`src/rtl/display_pkg.sv`:
```
// display_pkg: shared constants, channel indices, FSM encoding and digit type
// for the display BCD sequencer.
package display_pkg;
  localparam int DEF_DATA_W = 32;
  localparam int DEF_BCD_N = 10;
  localparam logic [1:0] CH_PC = 2'd0;
  localparam logic [1:0] CH_R1 = 2'd1;
  localparam logic [1:0] CH_R2 = 2'd2;
  localparam logic [1:0] CH_PR = 2'd3;
  typedef enum logic [2:0] {S_IDLE, S_LOAD, S_SHIFT, S_STORE, S_DONE} state_e;
  typedef logic [3:0] bcd_digit_t;
endpackage

```
`src/rtl/bcd_add3_shift.sv`:
```
// bcd_add3_shift: one double-dabble step, adjusting each BCD nibble >= 5 by +3
// and then shifting {bcd, bin} left by one.
module bcd_add3_shift #(
  parameter int DATA_W = 32,
  parameter int BCD_N = 10
) (
  input  logic [4*BCD_N+DATA_W-1:0] din_i,
  output logic [4*BCD_N+DATA_W-1:0] dout_o
);
  logic [4*BCD_N-1:0] adj;
  for (genvar g = 0; g < BCD_N; g++) begin : g_nib
    logic [3:0] nib;
    assign nib = din_i[DATA_W+4*g +: 4];
    assign adj[4*g +: 4] = nib >= 4'd5 ? nib + 4'd3 : nib;
  end
  assign dout_o = {adj[4*BCD_N-2:0], din_i[DATA_W-1:0], 1'b0};
endmodule

```
`src/rtl/display_bcd_sequencer.sv`:
```
// display_bcd_sequencer: snapshots four values on start and converts each in turn
// to tens/ones digits plus overflow, committing all outputs together.
module display_bcd_sequencer
  import display_pkg::*;
#(
  parameter int DATA_W = DEF_DATA_W,
  parameter int BCD_N = DEF_BCD_N
) (
  input  logic              clk,
  input  logic              reset,
  input  logic              start,
  input  logic [DATA_W-1:0] pc,
  input  logic [DATA_W-1:0] read_register_1,
  input  logic [DATA_W-1:0] read_register_2,
  input  logic [DATA_W-1:0] print_register,
  output logic              busy,
  output logic              done,
  output bcd_digit_t        pc_tens,
  output bcd_digit_t        pc_ones,
  output bcd_digit_t        r1_tens,
  output bcd_digit_t        r1_ones,
  output bcd_digit_t        r2_tens,
  output bcd_digit_t        r2_ones,
  output bcd_digit_t        pr_tens,
  output bcd_digit_t        pr_ones,
  output logic [3:0]        ovf
);
  localparam int CNT_W = $clog2(DATA_W + 1);
  state_e state_q, state_d;
  logic [1:0] ch_q, ch_d;
  logic [DATA_W-1:0] snap_q [4];
  logic [DATA_W-1:0] snap_d [4];
  logic [DATA_W-1:0] bin_q, bin_d;
  logic [4*BCD_N-1:0] bcd_q, bcd_d;
  logic [CNT_W-1:0] cnt_q, cnt_d;
  bcd_digit_t sh_tens_q [4];
  bcd_digit_t sh_tens_d [4];
  bcd_digit_t sh_ones_q [4];
  bcd_digit_t sh_ones_d [4];
  bcd_digit_t out_tens_q [4];
  bcd_digit_t out_tens_d [4];
  bcd_digit_t out_ones_q [4];
  bcd_digit_t out_ones_d [4];
  logic [3:0] sh_ovf_q, sh_ovf_d, out_ovf_q, out_ovf_d;
  logic [4*BCD_N+DATA_W-1:0] step;
  bcd_add3_shift #(.DATA_W(DATA_W), .BCD_N(BCD_N)) u_step (
    .din_i  ({bcd_q, bin_q}),
    .dout_o (step)
  );
  always_comb begin
    state_d = state_q;
    ch_d = ch_q;
    snap_d = snap_q;
    bin_d = bin_q;
    bcd_d = bcd_q;
    cnt_d = cnt_q;
    sh_tens_d = sh_tens_q;
    sh_ones_d = sh_ones_q;
    sh_ovf_d = sh_ovf_q;
    out_tens_d = out_tens_q;
    out_ones_d = out_ones_q;
    out_ovf_d = out_ovf_q;
    case (state_q)
      S_IDLE: if (start) begin
        snap_d[CH_PC] = pc;
        snap_d[CH_R1] = read_register_1;
        snap_d[CH_R2] = read_register_2;
        snap_d[CH_PR] = print_register;
        ch_d = CH_PC;
        state_d = S_LOAD;
      end
      S_LOAD: begin
        bin_d = snap_q[ch_q];
        bcd_d = '0;
        cnt_d = '0;
        state_d = S_SHIFT;
      end
      S_SHIFT: begin
        {bcd_d, bin_d} = step;
        cnt_d = cnt_q + CNT_W'(1);
        state_d = cnt_q == CNT_W'(DATA_W - 1) ? S_STORE : S_SHIFT;
      end
      S_STORE: begin
        sh_tens_d[ch_q] = bcd_q[7:4];
        sh_ones_d[ch_q] = bcd_q[3:0];
        sh_ovf_d[ch_q] = |bcd_q[4*BCD_N-1:8];
        // Last channel commits every shadow, including the one just written, in one edge
        if (ch_q == CH_PR) begin
          out_tens_d = sh_tens_d;
          out_ones_d = sh_ones_d;
          out_ovf_d = sh_ovf_d;
          state_d = S_DONE;
        end else begin
          ch_d = ch_q + 2'd1;
          state_d = S_LOAD;
        end
      end
      default: state_d = S_IDLE;
    endcase
  end
  always_ff @(posedge clk) begin
    if (reset) begin
      state_q <= S_IDLE;
      ch_q <= '0;
      snap_q <= '{default: '0};
      bin_q <= '0;
      bcd_q <= '0;
      cnt_q <= '0;
      sh_tens_q <= '{default: '0};
      sh_ones_q <= '{default: '0};
      sh_ovf_q <= '0;
      out_tens_q <= '{default: '0};
      out_ones_q <= '{default: '0};
      out_ovf_q <= '0;
    end else begin
      state_q <= state_d;
      ch_q <= ch_d;
      snap_q <= snap_d;
      bin_q <= bin_d;
      bcd_q <= bcd_d;
      cnt_q <= cnt_d;
      sh_tens_q <= sh_tens_d;
      sh_ones_q <= sh_ones_d;
      sh_ovf_q <= sh_ovf_d;
      out_tens_q <= out_tens_d;
      out_ones_q <= out_ones_d;
      out_ovf_q <= out_ovf_d;
    end
  end
  assign busy = state_q inside {S_LOAD, S_SHIFT, S_STORE};
  assign done = state_q == S_DONE;
  assign pc_tens = out_tens_q[CH_PC];
  assign pc_ones = out_ones_q[CH_PC];
  assign r1_tens = out_tens_q[CH_R1];
  assign r1_ones = out_ones_q[CH_R1];
  assign r2_tens = out_tens_q[CH_R2];
  assign r2_ones = out_ones_q[CH_R2];
  assign pr_tens = out_tens_q[CH_PR];
  assign pr_ones = out_ones_q[CH_PR];
  assign ovf = out_ovf_q;
endmodule

```
`config.mk`:
```
export PLATFORM = sky130hd
export DESIGN_NAME = display_bcd_sequencer
export DESIGN_NICKNAME = d
export VERILOG_FILES = /design/src/rtl/display_pkg.sv /design/src/rtl/bcd_add3_shift.sv /design/src/rtl/display_bcd_sequencer.sv
export SDC_FILE = /design/constraint.sdc
export NUM_CORES = 1
export LEC_CHECK = 0
export ABC_AREA = 1
export CAP_MARGIN = 10
export CORE_MARGIN = 4
export CORE_UTILIZATION = 30
export DETAILED_ROUTE_END_ITERATION = 6
export HOLD_SLACK_MARGIN = 0.1
export PLACE_DENSITY = 0.52
export SKIP_LAST_GASP = 1
export SLEW_MARGIN = 10
export SYNTH_ARGS = -nofsm -noshare
export SYNTH_HDL_FRONTEND = slang
export SYNTH_SLANG_ARGS = --single-unit
export TNS_END_PERCENT = 5
```
`constraint.sdc`:
```
create_clock -name clk -period 3.2 [get_ports clk]
set_input_delay 0.96 -clock clk [delete_from_list [all_inputs] [get_ports clk]]
set_output_delay 0.96 -clock clk [all_outputs]
set_load 0.005 [all_outputs]
```
==> metrics.md <==
| Metric | Value |
|---|---|
| Fill cells | 4242 |
| Setup TNS | 0 ps |
| WP depth | 4 |
| CTS root buf | clkbuf_16 |
| Crit path DAT | 1820 ps |
| Initial Utilization | 30.5% |
| CP cell instances | nor2_2 > inv_1 > nor2_1 > clkdlybuf4s50_1 |
| R2R Path Start | state_q[1] |
| Worst Tran Pin Value | 1140 ps |
| Share of layout cells above drive strength 1 | 4.58% |
| Num ports | 169 |
| Reg2Reg Setup Slack | 1160 ps |
| CTS tree | yes |
| Routed wire length | 35300 um |
| DRC violations left | 0 |
| Clk sinks | 274 |
| Post-synth EDFFs | 0 |
| Reg2Reg Depth | 7 |
| Row cnt | 73 |
| Final worst path period need | 2780 ps |
| Routability cong. | 0.781 |
| Largest net degree at the start of global routing | 204 |
| Synth Warn # | 0 |
| MaxCap Viol Count | 0 |
| Top cells by count, synth | nand2_1 (360), dfxtp_1 (274), a21oi_1 (239) |
| Top cells by area, synth | dfxtp_1 (45%), nand2_1 (11%), a21oi_1 (9.8%) |
| Area growth syn-to-layout | 23.7% |
| HP Start | snap_q[91] |
| Crit end category | primary output |
| Outcome | finished, final reports clean |
| CTS resizes | 0 |
| Post-layout instance area | 0.0151 mm2 |
| Fin nets | 1935 |
| Vias in the first global route | 10815 |
| Leak Pwr | 5.58 nW |
| Power share of the combinational group | 15.3% |
| WL/cell | 15.2 um |
| Dominant cell type by area after synthesis | dfxtp_1 |
| Total grt overflow | 0 |
| DIE AREA | 0.0439 mm2 |
| Flops & latches, synth | 274 |
| Reg2Reg Capture Point | snap_q[64] |
| Top Family by Delay on Critical Path | buffers and inverters |
| Clk_lat worst skew | 570 ps |
| Post-CTS Hold Buffers | 0 |
| Post-synthesis cell area | 0.0122 mm2 |
| DRT iter0 DRCs | 637 |
| Initial antenna violation count | 0 |
| Sw Pwr | 2.38 mW |
| Crit path max fanout | 4 |
| Fin. max-slew vios | 0 |
| Critical path type | reg -> out |
| RSZ-0062 raised after global routing | false |
| N_diodes | 0 |
| DR vias/cell | 4.85 |
| CTS max path bufs | 3 |
| # setup viols final | 0 |
| DR pass1 iterations | 5 |
| Fin crit share | 86.7% |
| Port Buffers | 168 |
| Post-synthesis instance total | 1685 |
| Skew final | 9.47 ps |
| Most numerous cell in the Yosys netlist | nand2_1 |
| Hold-critical path depth | 2 |
| Clock power frac | 40.7% |
| Number of H-tree levels | 1 |
| Synth top area share | 45.0% |
| Global Route Usage Sum | 15.4% |
| Worst-path clk slew | 60 ps |
| First-pass GRT wire length | 57400 um |
| Register area | 0.00549 mm2 |
| CP Data Required Time | 2240 ps |
| Sequential Power Share | 44.0% |
| CP bufs+invs | 2 |
| Die W | 210 um |
| P_int | 6.27 mW |
| Power per cell area | 573 mW/mm2 |
| Synthesized net count | 1849 |
| CP max-delay cell | clkdlybuf4s50_1 |
| Max VDD drop | 0.353 mV |
| DP Area | 0.0141 mm2 |
| Slowest Stage Delay on Critical Path | 530 ps |
| Crit path launch | state_q[1] |
| Max Fclk | 360 MHz |
| CTS Buf Count | 31 |
| Post-CTS setup buffers | 0 |
| Hold WC Path Type | reg -> reg |
| Library cells used by synthesis | 31 |
| Async SR Flop Fraction | 0% |
| Post-DP HPWL | 21500 um |
| Worst Hold Path EP | snap_q[91] |
| Switching Fraction | 27.5% |
| Setup crit start kind | flop |
| Routed via count | 11236 |
| Prevailing post-synth register cell | dfxtp_1 |
| Final hold vios | 0 |
| Multi-input gate area | 0.00583 mm2 |
| Seq/Total Area, Yosys | 45.0% |
| Area of the core | 0.0400 mm2 |
| Slew HR | 23.9% |
| Post-Syn Area per Cell | 7.24 um2 |
| Worst hold margin | 458 ps |
| Final ANT Viol Nets | 0 |
| Die Y | 210 um |
==> cell type report <==
| type | count | area share, % |
|---|---|---|
| flip-flops and latches | 274 | 36.4 |
| multi-input cells | 1207 | 38.6 |
| clock inverters | 9 | 0.838 |
| well taps | 525 | 4.35 |
| clock buffers | 44 | 5.80 |
| inverters | 74 | 1.86 |
| repair buffers | 183 | 12.1 |
==> metrics by stage <==
stage / power (mW) / std cells / utilization, % / setup slack, ps
floorplan: 4.79 / 1685 / - / 1400
global placement: 5.21 / 2263 / 35.2 / 900
detailed placement: 5.21 / 2263 / 35.2 / 860
CTS: 8.78 / 2316 / 37.7 / 397
global route: 9.10 / 2316 / 37.7 / 352
finish: 8.65 / 2316 / 37.7 / 424
==> tightest hold or removal path: cells and delay by family, from the launching register on <==
kind | cells | cell delay, ps
DFF | 1 | 310
and+or+nand+nor | 1 | 60
AOI/OAI and AO/OA | 1 | 50
==> power by group through the flow <==
stage / registers, mW / clock network [mW] / logic [mW]
after floorplan: 3.84 / 0 / 0.946
after global placement: 3.87 / 0 / 1.33
after detailed placement: 3.87 / 0 / 1.34
after CTS: 3.80 / 3.64 / 1.35
after global routing: 3.83 / 3.77 / 1.49
final: 3.80 / 3.52 / 1.32
==> state kept, by name, summed over array words and instances, names as in the netlist, 4 cells and up <==
| name | count |
|---|---|
| cnt_q | 6 |
| sh_tens_q | 12 |
| bcd_q | 40 |
| bin_q | 32 |
| pc_ones | 4 |
| snap_q | 128 |
| r1_ones | 4 |
| sh_ones_q | 12 |
| pc_tens | 4 |
| r2_ones | 4 |
| pr_ones | 4 |
| r1_tens | 4 |
| ovf | 4 |
| r2_tens | 4 |
| pr_tens | 4 |
==> layout by cell type, fill, tap and decap left out, types with 23 or more instances in the layout <==
master           count
nand3_1            147
a211oi_1            24
inv_1               66
nand2_1            359
clkbuf_16           31
dfxtp_1            272
ha_1                33
clkdlybuf4s50_1    166
o22ai_1             31
o21ai_0            157
o21ai_1             23
nor2_1             162
a21oi_1            239
==> metal layers <==
metal | vias up | track usage [%] | share of wire, %
met5 | - | 0 | 0
met4 | 0 | 3.33 | 1.8
met3 | 42 | 2.42 | 4.0
met2 | 202 | 25.0 | 45
met1 | 5168 | 21.9 | 49
li1 | 5824 | - | -
==> how the worst max path moves through the flow <==
stage             endpoint  slack, ps
3_3_place_gp    r2_ones[0]        900
2_1_floorplan  snap_q[113]       1400
4_1_cts               done        400
6_report              done        420
5_1_grt               done        350
3_5_place_dp    pr_ones[0]        860
==> cells by family after synthesis <==
kind of cell             Yosys count  synth area share (%)
AO/OA/AOI/OAI                    487                  21.1
flip-flops                       274                  45.0
adder cells (fa/ha/maj)           33                  3.39
buffers and inverters            204                  7.33
AND/OR/NAND/NOR                  680                  22.7
XOR/XNOR                           7                 0.503
No activity file was read; power rests on OpenSTA's default activity.
